===== src/rtl/my_syncmon_if.sv =====
// Signal bundle between the SYNC monitor and its consumer.
// The master side drives enable and the raw strobe, the slave side (the monitor) returns status.
interface my_syncmon_if;
    logic        EN;
    logic        SYNC_IN;
    logic        SYNC_DET;
    logic        LOCKED;
    logic        ERR_EARLY;
    logic        ERR_MISS;
    logic [27:0] PERIOD;
    logic [7:0]  ERR_CNT;

    modport master (
        output EN,
        output SYNC_IN,
        input  SYNC_DET,
        input  LOCKED,
        input  ERR_EARLY,
        input  ERR_MISS,
        input  PERIOD,
        input  ERR_CNT
    );

    modport slave (
        input  EN,
        input  SYNC_IN,
        output SYNC_DET,
        output LOCKED,
        output ERR_EARLY,
        output ERR_MISS,
        output PERIOD,
        output ERR_CNT
    );
endinterface


===== src/rtl/my_syncmon.sv =====
// Receive-side monitor for the once-per-period SYNC strobe.
// Synchronises SYNC_IN, detects rising edges, and checks each pulse-to-pulse
// interval against the expected period plus or minus a tolerance.
//
// state     | meaning
// ----------+--------------------------------------------------------------
// ST_ACQ    | waiting for the first edge; no interval reference yet
// ST_TRACK  | have a reference, counting good intervals towards lock
// ST_LOCKED | LOCK_CNT consecutive good intervals seen; LOCKED asserted
module my_syncmon #(
    parameter logic [27:0] CNT_1SEC = 28'd199999999,
    parameter logic [27:0] TOL      = 28'd16,
    parameter logic [3:0]  LOCK_CNT = 4'd3
) (
    input  logic         CLK,
    input  logic         RST_N,
    my_syncmon_if.slave  bus
);

    localparam logic [27:0] P_NOM = CNT_1SEC + 28'd1;
    localparam logic [27:0] P_MIN = P_NOM - TOL;
    localparam logic [27:0] P_MAX = P_NOM + TOL;

    localparam logic [1:0] ST_ACQ    = 2'd0;
    localparam logic [1:0] ST_TRACK  = 2'd1;
    localparam logic [1:0] ST_LOCKED = 2'd2;

    logic        s1_q, s1_d;
    logic        s2_q, s2_d;
    logic        s3_q, s3_d;
    logic        edge_q, edge_d;
    logic [27:0] cnt_q, cnt_d;
    logic [1:0]  state_q, state_d;
    logic [3:0]  good_q, good_d;
    logic        det_q, det_d;
    logic        early_q, early_d;
    logic        miss_q, miss_d;
    logic        locked_q, locked_d;
    logic [27:0] period_q, period_d;
    logic [7:0]  err_cnt_q, err_cnt_d;

    logic [27:0] interval;
    logic [3:0]  good_inc;

    // Distance in clocks from the previous edge cycle to this one.
    assign interval = cnt_q + 28'd1;
    assign good_inc = good_q + 4'd1;

    // Next-state logic: synchroniser, interval counter, acquisition FSM and error counter.
    always_comb begin
        s1_d      = bus.SYNC_IN;
        s2_d      = s1_q;
        s3_d      = s2_q;
        // Registered edge adds the third clock of latency between first sample and SYNC_DET.
        edge_d    = s2_q & ~s3_q;
        cnt_d     = edge_q ? 28'd0 : ((cnt_q == '1) ? cnt_q : cnt_q + 28'd1);
        state_d   = state_q;
        good_d    = good_q;
        period_d  = period_q;
        det_d     = edge_q;
        early_d   = 1'b0;
        miss_d    = 1'b0;

        case (state_q)
            ST_ACQ: begin
                if (edge_q) begin
                    state_d = ST_TRACK;
                    good_d  = 4'd0;
                end
            end
            ST_TRACK, ST_LOCKED: begin
                // Reaching the late threshold is a miss even if an edge lands in the
                // same cycle; that edge is too late to serve as a new reference.
                if (cnt_q == P_MAX) begin
                    miss_d  = 1'b1;
                    state_d = ST_ACQ;
                    good_d  = 4'd0;
                end else if (edge_q) begin
                    period_d = interval;
                    if (interval < P_MIN) begin
                        early_d = 1'b1;
                        good_d  = 4'd0;
                        state_d = ST_TRACK;
                    end else if (state_q == ST_TRACK) begin
                        good_d = good_inc;
                        if (good_inc == LOCK_CNT) begin
                            state_d = ST_LOCKED;
                        end
                    end
                end
            end
            default: begin
                state_d = ST_ACQ;
                good_d  = 4'd0;
            end
        endcase

        // LOCKED rises one cycle after entering lock but drops together with the error pulse.
        locked_d = (state_q == ST_LOCKED) && (state_d == ST_LOCKED);

        err_cnt_d = err_cnt_q;
        if ((early_d || miss_d) && (err_cnt_q != 8'hFF)) begin
            err_cnt_d = err_cnt_q + 8'd1;
        end

        if (!bus.EN) begin
            s1_d      = 1'b0;
            s2_d      = 1'b0;
            s3_d      = 1'b0;
            edge_d    = 1'b0;
            cnt_d     = 28'd0;
            state_d   = ST_ACQ;
            good_d    = 4'd0;
            det_d     = 1'b0;
            early_d   = 1'b0;
            miss_d    = 1'b0;
            locked_d  = 1'b0;
            period_d  = 28'd0;
            err_cnt_d = 8'd0;
        end
    end

    // State registers with asynchronous clear.
    always_ff @(posedge CLK or negedge RST_N) begin
        if (!RST_N) begin
            s1_q      <= 1'b0;
            s2_q      <= 1'b0;
            s3_q      <= 1'b0;
            edge_q    <= 1'b0;
            cnt_q     <= 28'd0;
            state_q   <= ST_ACQ;
            good_q    <= 4'd0;
            det_q     <= 1'b0;
            early_q   <= 1'b0;
            miss_q    <= 1'b0;
            locked_q  <= 1'b0;
            period_q  <= 28'd0;
            err_cnt_q <= 8'd0;
        end else begin
            s1_q      <= s1_d;
            s2_q      <= s2_d;
            s3_q      <= s3_d;
            edge_q    <= edge_d;
            cnt_q     <= cnt_d;
            state_q   <= state_d;
            good_q    <= good_d;
            det_q     <= det_d;
            early_q   <= early_d;
            miss_q    <= miss_d;
            locked_q  <= locked_d;
            period_q  <= period_d;
            err_cnt_q <= err_cnt_d;
        end
    end

    assign bus.SYNC_DET  = det_q;
    assign bus.LOCKED    = locked_q;
    assign bus.ERR_EARLY = early_q;
    assign bus.ERR_MISS  = miss_q;
    assign bus.PERIOD    = period_q;
    assign bus.ERR_CNT   = err_cnt_q;

endmodule


===== src/flat_wrapper.sv =====
// flat-port wrapper written by rule: the top's interface ports become plain ports
module my_syncmon_flat 
#(
    parameter logic [27:0] CNT_1SEC = 28'd199999999,
    parameter logic [27:0] TOL      = 28'd16,
    parameter logic [3:0]  LOCK_CNT = 4'd3
)
  (CLK, RST_N, bus_EN, bus_SYNC_IN, bus_SYNC_DET, bus_LOCKED, bus_ERR_EARLY, bus_ERR_MISS, bus_PERIOD, bus_ERR_CNT);
  my_syncmon_if bus_i ();
  input  logic CLK;
  input  logic RST_N;
  input wire logic [$bits(bus_i.EN)-1:0] bus_EN;
  input wire logic [$bits(bus_i.SYNC_IN)-1:0] bus_SYNC_IN;
  output wire logic [$bits(bus_i.SYNC_DET)-1:0] bus_SYNC_DET;
  output wire logic [$bits(bus_i.LOCKED)-1:0] bus_LOCKED;
  output wire logic [$bits(bus_i.ERR_EARLY)-1:0] bus_ERR_EARLY;
  output wire logic [$bits(bus_i.ERR_MISS)-1:0] bus_ERR_MISS;
  output wire logic [$bits(bus_i.PERIOD)-1:0] bus_PERIOD;
  output wire logic [$bits(bus_i.ERR_CNT)-1:0] bus_ERR_CNT;
  assign bus_i.EN = bus_EN;
  assign bus_i.SYNC_IN = bus_SYNC_IN;
  assign bus_SYNC_DET = bus_i.SYNC_DET;
  assign bus_LOCKED = bus_i.LOCKED;
  assign bus_ERR_EARLY = bus_i.ERR_EARLY;
  assign bus_ERR_MISS = bus_i.ERR_MISS;
  assign bus_PERIOD = bus_i.PERIOD;
  assign bus_ERR_CNT = bus_i.ERR_CNT;
  my_syncmon #(.CNT_1SEC(CNT_1SEC), .TOL(TOL), .LOCK_CNT(LOCK_CNT)) u_core (.CLK(CLK), .RST_N(RST_N), .bus(bus_i));
endmodule

===== config.mk =====
export PLATFORM = sky130hd
export DESIGN_NAME = my_syncmon_flat
export DESIGN_NICKNAME = d
export VERILOG_FILES = /design/src/rtl/my_syncmon_if.sv /design/src/rtl/my_syncmon.sv /design/src/flat_wrapper.sv
export SDC_FILE = /design/constraint.sdc
export NUM_CORES = 1
export LEC_CHECK = 0
export ABC_AREA = 1
export CAP_MARGIN = 15
export CORE_MARGIN = 1
export CORE_UTILIZATION = 57
export DETAILED_ROUTE_END_ITERATION = 10
export GPL_TIMING_DRIVEN = 0
export MAX_ROUTING_LAYER = met4
export PLACE_DENSITY = 0.8
export SETUP_SLACK_MARGIN = 0.5
export SLEW_MARGIN = 0
export SYNTH_ARGS = -nofsm -noshare
export SYNTH_HDL_FRONTEND = slang
export SYNTH_SLANG_ARGS = --single-unit

===== constraint.sdc =====
create_clock -name CLK -period 3 [get_ports CLK]
set_clock_uncertainty 0.1 [all_clocks]
set_input_delay 0.6 -clock CLK [delete_from_list [all_inputs] [get_ports CLK]]
set_output_delay 0.6 -clock CLK [all_outputs]
set_load 0.01 [all_outputs]

* Yosys cells after proc, flatten, opt, wreduce, memory -nomap -nowiden
Index checks and enable logic that the tools add are counted.
** Operators by class
- Divide/modulo/power cells :: 0
- Reductions and logical operators :: 7
- Muxes and demuxes :: 38
- Order comparisons :: 1
- Bitwise gates (word level) :: 2
- Shifts and indexed selects :: 0
- Add/subtract/negate cells :: 3
- Multiply operators :: 0
- Equality and inequality tests :: 15
** Operators with widths (count)
- 28-bit two-way mux :: 7
- 28-bit equality test, second input constant :: 2
- 28-bit by 1-bit adder with 28-bit output, second input constant :: 1
- 28-bit less-than comparator, second input constant :: 1
- 4-bit two-way mux :: 6
- 8-bit two-way mux :: 2
- 1-bit two-way mux :: 14
- 2-bit two-way mux :: 7
- 8-bit by 1-bit adder with 8-bit output, second input constant :: 1
- 8-bit != test, second input constant :: 1
- 4-bit one-hot mux with 2 select lines :: 1
- 2-bit by 1-bit != test with 1-bit output, second input constant :: 3
- 3-bit by 2-bit != test with 1-bit output, second input constant :: 2
- 3-bit AND reduction :: 2
- 5-bit by 2-bit != test with 1-bit output, second input constant :: 1
- 4-bit by 1-bit adder with 4-bit output, second input constant :: 1
- 2-bit equality test, second input constant :: 2
- 4-bit by 2-bit equality test with 1-bit output, second input constant :: 1
- 4-bit by 2-bit != test with 1-bit output, second input constant :: 1
- 2-bit one-hot mux with 2 select lines :: 1
- 2-bit by 1-bit equality test with 1-bit output, second input constant :: 1
- 1-bit logical AND :: 2
- 2-bit zero test :: 1
- 2-bit != test, second input constant :: 1
- other kinds (4) :: 4
** Storage, ports and cells
- Bits in registers :: 78
- Memory bits (writable) :: 0
- Output and inout port bits :: 40
- Input port bits :: 4
- Memory bits (read-only) :: 0
- Memories kept :: 0
- Bits in latches :: 0

* Longest topological paths before layout
- Depth after elaboration :: 11
- Mapped depth :: 18
- Mapped depth without buffers :: 18

* Worst setup path before layout
OpenSTA, ideal clock, no wires.
- Kind :: register -> register
- Start :: reg u_core.cnt_q[0]
- End :: reg u_core.err_cnt_q[2] (netlist: u_core.bus.ERR_CNT[2])
- Data required time :: 2.781 ns
- Cell stages (with the launch flop) :: 16
- Period minus slack after synthesis :: 2.236 ns
- Path slack :: 0.764 ns
- Arrival time :: 2.016 ns
- Path through :: dfrtp_1 > ha_1 > nand2_2 > nor2_4 > nand3_4 > nor2_1 > xnor2_1 > nor2_1 > nand2_1 > nor2_2 > nor2_4 > nand3_4 > nand2_4 > nand2_8 > nand3_2 > nand2_1
** On the way
- Longest elaborated chain between the ends :: 9
** Ends and longest elaborated chain
- from (decl) :: RTL line my_syncmon.sv:32 : logic [27:0] cnt_q, cnt_d;
- from (signal assigned) :: RTL line my_syncmon.sv:144 : cnt_q <= cnt_d;
- 28-bit by 1-bit adder with 28-bit output :: RTL line my_syncmon.sv:46 : assign interval = cnt_q + 28'd1;
- 28-bit less-than comparator :: RTL line my_syncmon.sv:80 : if (interval < P_MIN) begin
- 1-bit two-way mux :: RTL line my_syncmon.sv:80
- 1-bit two-way mux :: RTL line my_syncmon.sv:78 : end else if (edge_q) begin
- 1-bit two-way mux :: RTL line my_syncmon.sv:74 : if (cnt_q == P_MAX) begin
- 1-bit two-way mux :: RTL line my_syncmon.sv:64 : case (state_q)
- 1-bit logical OR (*) :: RTL line my_syncmon.sv:102 : if ((early_d || miss_d) && (err_cnt_q != 8'hFF)) begin
- 1-bit logical AND (*) :: RTL line my_syncmon.sv:102
- 2-bit by 1-bit != test with 1-bit output (no line) (*)
- to (signal assigned) :: RTL line my_syncmon.sv:152 : err_cnt_q <= err_cnt_d;
- to (decl) :: RTL line my_syncmon.sv:40 : logic [7:0] err_cnt_q, err_cnt_d;
Mark *: on every way between the ends. The rest lies on a longest branch, timed or not.
A chain may end at the register's enable or synchronous reset.

* Worst setup path after layout
- Start :: reg u_core.cnt_q[1]
- End :: reg u_core.err_cnt_q[5] (netlist: u_core.bus.ERR_CNT[5])
Same word-level chain as after synthesis.

==> flow_metrics.tcl <==
set metrics [dict create \
    routabilityCongestion 0.910 \
    grt_max_degree 41 \
    cts_root_buffer "clkbuf_8" \
    cp.required_ns 3.15 \
    clockPowerShare 0.378 \
    rrSetupSlack_ns 0.45 \
    rows 31 \
    routed_wl_mm 11.1 \
    cp_slowest_stage_delay_ns 0.42 \
    path_cells "ha_4 -> nand2_4 -> nor2_4 -> nand3_2 -> inv_2 -> nand2_2 -> o21ai_2 -> nand2_2 -> nor2_2 -> nand2_2 -> nor2_2 -> nand2_4 -> nand3_4 -> buf_12 -> nand2_4 -> nand4_1 -> nand2_1" \
    timing.hold.ws_ns 0.108 \
    core-area_sq_um 7330 \
    synthFlopType "dfrtp_1" \
    crit_buf_inv 2 \
    worstHoldPathType "in -> async" \
    pwr-share-comb 0.103 \
    yosys.area.top_type "dfrtp_1" \
    grt_overflow_total 0 \
    clock_path_buffers 2 \
    synthesis.area_sq_um 4360 \
    switching_share 0.259 \
    drcViolationCount 0 \
    die_height_um 89.5 \
    hpwlAfterDp_mm 7.57 \
    arrival_ns 2.70 \
    routed_via_density 5.55 \
    num_vias 4038 \
    grtUsageTotal 0.298 \
    final_cells 728 \
    synth-edff-count 0 \
    io_buffers 42 \
    path_clk_slew_ns 0.08 \
    rsz0062_at_grt "yes" \
    ant_nets 0 \
    period_needed_ns 2.55 \
    grt_pass1_vias 3628 \
    critPathKind "reg -> reg" \
    drtIter0Drc 349 \
    n_antenna_cell 0 \
    crit_end "u_core.bus.ERR_CNT[5]" \
    clock-sinks 78 \
    dr.pass1.iters 5 \
    worstSetupStartpoint "u_core.cnt_q[1]" \
    htree_levels 3 \
    wire_per_inst_um 15.3 \
    ys_types 35 \
    cp.depth 17 \
    period_share 0.851 \
    p_int_uw 1590 \
    fmax_mhz 392 \
    ys_warn_count 0 \
    start_kind "flip-flop" \
    clock_latency_ns 0.36 \
    cap_violations 0 \
    slowest_stage "dfrtp_1" \
    yosysSeqAreaShare 0.448 \
    synthCells 549 \
    critical-path-top-delay-family "simple AND/OR/NAND/NOR gates" \
    run_status "finished, final reports clean" \
    setup_viol 0 \
    power_frac_seq 0.518 \
    ios 44 \
    chipWidth_um 89.5 \
    slew_viol_final 0 \
    areaGrowthSynthToFinish_pct 24.5 \
    grt_first_pass_wirelength_mm 17.4 \
    synthTopCellsByArea "dfrtp_1, nand2_1, inv_1, nor2_1, o22ai_1" \
    switchingPower_uw 555 \
    die_area_sq_um 8010 \
    final_net_count 639 \
    cts_buffers 9 \
    totalPowerFinal_uw 2140 \
    relSlewSlack 0.271 \
    antenna_found_initial 0 \
    postSynth.asyncResetShare 1.00 \
    rr_endpoint "u_core.bus.ERR_CNT[5]" \
    reg2regPathDepth 17 \
    cts_tree "yes" \
    initial_core_util 0.595 \
    synth_nets 562 \
    ir_drop_uv 348 \
    finalHoldViolations 0 \
    place_inst 691 \
    p_leak_uw 0.00245 \
    end_kind "flip-flop" \
    crit_fanout 5 \
    synth.top_cell.area_share 0.448 \
    final_util 0.741 \
    drive_above_1_share 0.191 \
    synth_seq_cells 78 \
    avgSynthCellArea_sq_um 7.94 \
    tightest_slew_ns 1.09 \
    r2r_start "u_core.cnt_q[1]" \
    p_per_area_nw_per_um2 394 \
    fin_tns_setup_ns 0 \
]
-- logic make-up (layout without fill, tap and decap cells) --
| family | count (synthesis) | in the layout | synth area share |
|---|---|---|---|
| AO/OA/AOI/OAI | 67 | 67 | 0.0889 |
| XOR/XNOR | 11 | 11 | 0.0221 |
| adder cells (fa/ha/maj) | 9 | 9 | 0.0258 |
| buffers and inverters | 107 | 186 | 0.0932 |
| flip-flops | 78 | 78 | 0.448 |
| multiplexers | 3 | 3 | 0.00774 |
| AND/OR/NAND/NOR | 274 | 275 | 0.315 |
-- worst min path at each step --
| stage | from | slack, ns | cells after the start | to |
|---|---|---|---|---|
| 2_1_floorplan | RST_N | 0.20 | 0 | u_core.bus.ERR_CNT[0] |
| 3_3_place_gp | u_core.s3_q | 0.28 | 1 | u_core.edge_q |
| 3_5_place_dp | u_core.s3_q | 0.29 | 1 | u_core.edge_q |
| 4_1_cts | RST_N | 0.13 | 1 | u_core.bus.PERIOD[13] |
| 5_1_grt | RST_N | 0.15 | 1 | u_core.bus.PERIOD[15] |
| 6_report | RST_N | 0.11 | 1 | u_core.bus.PERIOD[13] |
-- layout make-up --
cell class,count,area (sq um)
buffer,12,57.6
clock buffer,11,151
clock inverter,3,43.8
fill,555,1900
inverter,95,357
multi-input combinational,365,2120
sequential,78,1950
tap,99,124
timing repair buffer,65,623
-- power by group through the flow --
stage | logic (uW) | clock network, uW | registers, uW
floorplan | 93.7 | 0 | 1120
global placement | 149 | 0 | 1120
detailed placement | 162 | 0 | 1120
CTS | 201 | 811 | 1110
global route | 242 | 858 | 1110
finish | 221 | 810 | 1110
-- per-layer routing --
metal | track usage | share of wire
met1 | 0.414 | 0.44
met2 | 0.441 | 0.46
met5 | - | 0
met3 | 0.0637 | 0.072
met4 | 0.0837 | 0.020
-- flip-flops by register name, indices dropped and copies added, names as in the netlist --
name,flops
u_core.bus.ERR_CNT,8
u_core.bus.ERR_EARLY,1
u_core.bus.ERR_MISS,1
u_core.bus.LOCKED,1
u_core.bus.PERIOD,28
u_core.bus.SYNC_DET,1
u_core.cnt_q,28
u_core.edge_q,1
u_core.good_q,4
u_core.s1_q,1
u_core.s2_q,1
u_core.s3_q,1
u_core.state_q,2
-- Yosys cell counts (2+ instances only) --
library cell and n:
nor2_4 7, buf_2 4, a21oi_1 6, xnor2_1 5, o21ai_1 3, xor2_1 6
inv_1 88, nor2_1 56, nor2_2 5, clkbuf_1 8, nand3_4 3, nor3_1 9
dfrtp_1 78, nand2_1 122, inv_2 6, nand2_2 6, ha_1 9, nand3b_1 2
nand3_2 10, o21ai_0 28, nand2_4 3, nand4_1 19, nand3_1 26, mux2_2 3
o22ai_1 25, nor4_1 3
-- stage by stage --
step | instance area (sq um) | setup slack [ns]
after floorplan | 4360 | 0.764
after global placement | 4910 | -1.45
after detailed placement | 4920 | 0.307
after CTS | 5190 | 0.509
after global routing | 5430 | 0.309
final | 5430 | 0.446
-- repair_timing --
action	4_1_cts	5_1_grt
hold buffers	0	0
cloned	0	1
pin swaps	3	15
setup buffers	6	16
setup endpoints to repair	35	35
resized for setup	7	31
endpoints found under the hold margin	0	0
-- cell usage in the layout (no fill, tap or decap), types with 3 or more instances in the layout --
| cell | netlist | final |
|---|---|---|
| inv_2 | 6 | 6 |
| o21ai_0 | 28 | 28 |
| nand2_1 | 122 | 109 |
| nor2_2 | 5 | 10 |
| a21oi_1 | 6 | 6 |
| clkdlybuf4s50_1 | 0 | 41 |
| nand3_1 | 26 | 24 |
| buf_4 | 0 | 22 |
| nor2_1 | 56 | 51 |
| nand3_4 | 3 | 3 |
| ha_1 | 9 | 8 |
| o22ai_1 | 25 | 25 |
| inv_1 | 88 | 88 |
| nand3_2 | 10 | 12 |
| nand4_1 | 19 | 19 |
| clkbuf_8 | 0 | 11 |
| xor2_1 | 6 | 6 |
| clkbuf_1 | 8 | 6 |
| nand2_4 | 3 | 4 |
| xnor2_1 | 5 | 4 |
| mux2_2 | 3 | 3 |
| dfrtp_1 | 78 | 76 |
| nor3_1 | 9 | 8 |
| nor2_4 | 7 | 7 |
| nand2_2 | 6 | 18 |
Note: power is estimated with default switching activity, not from simulation.
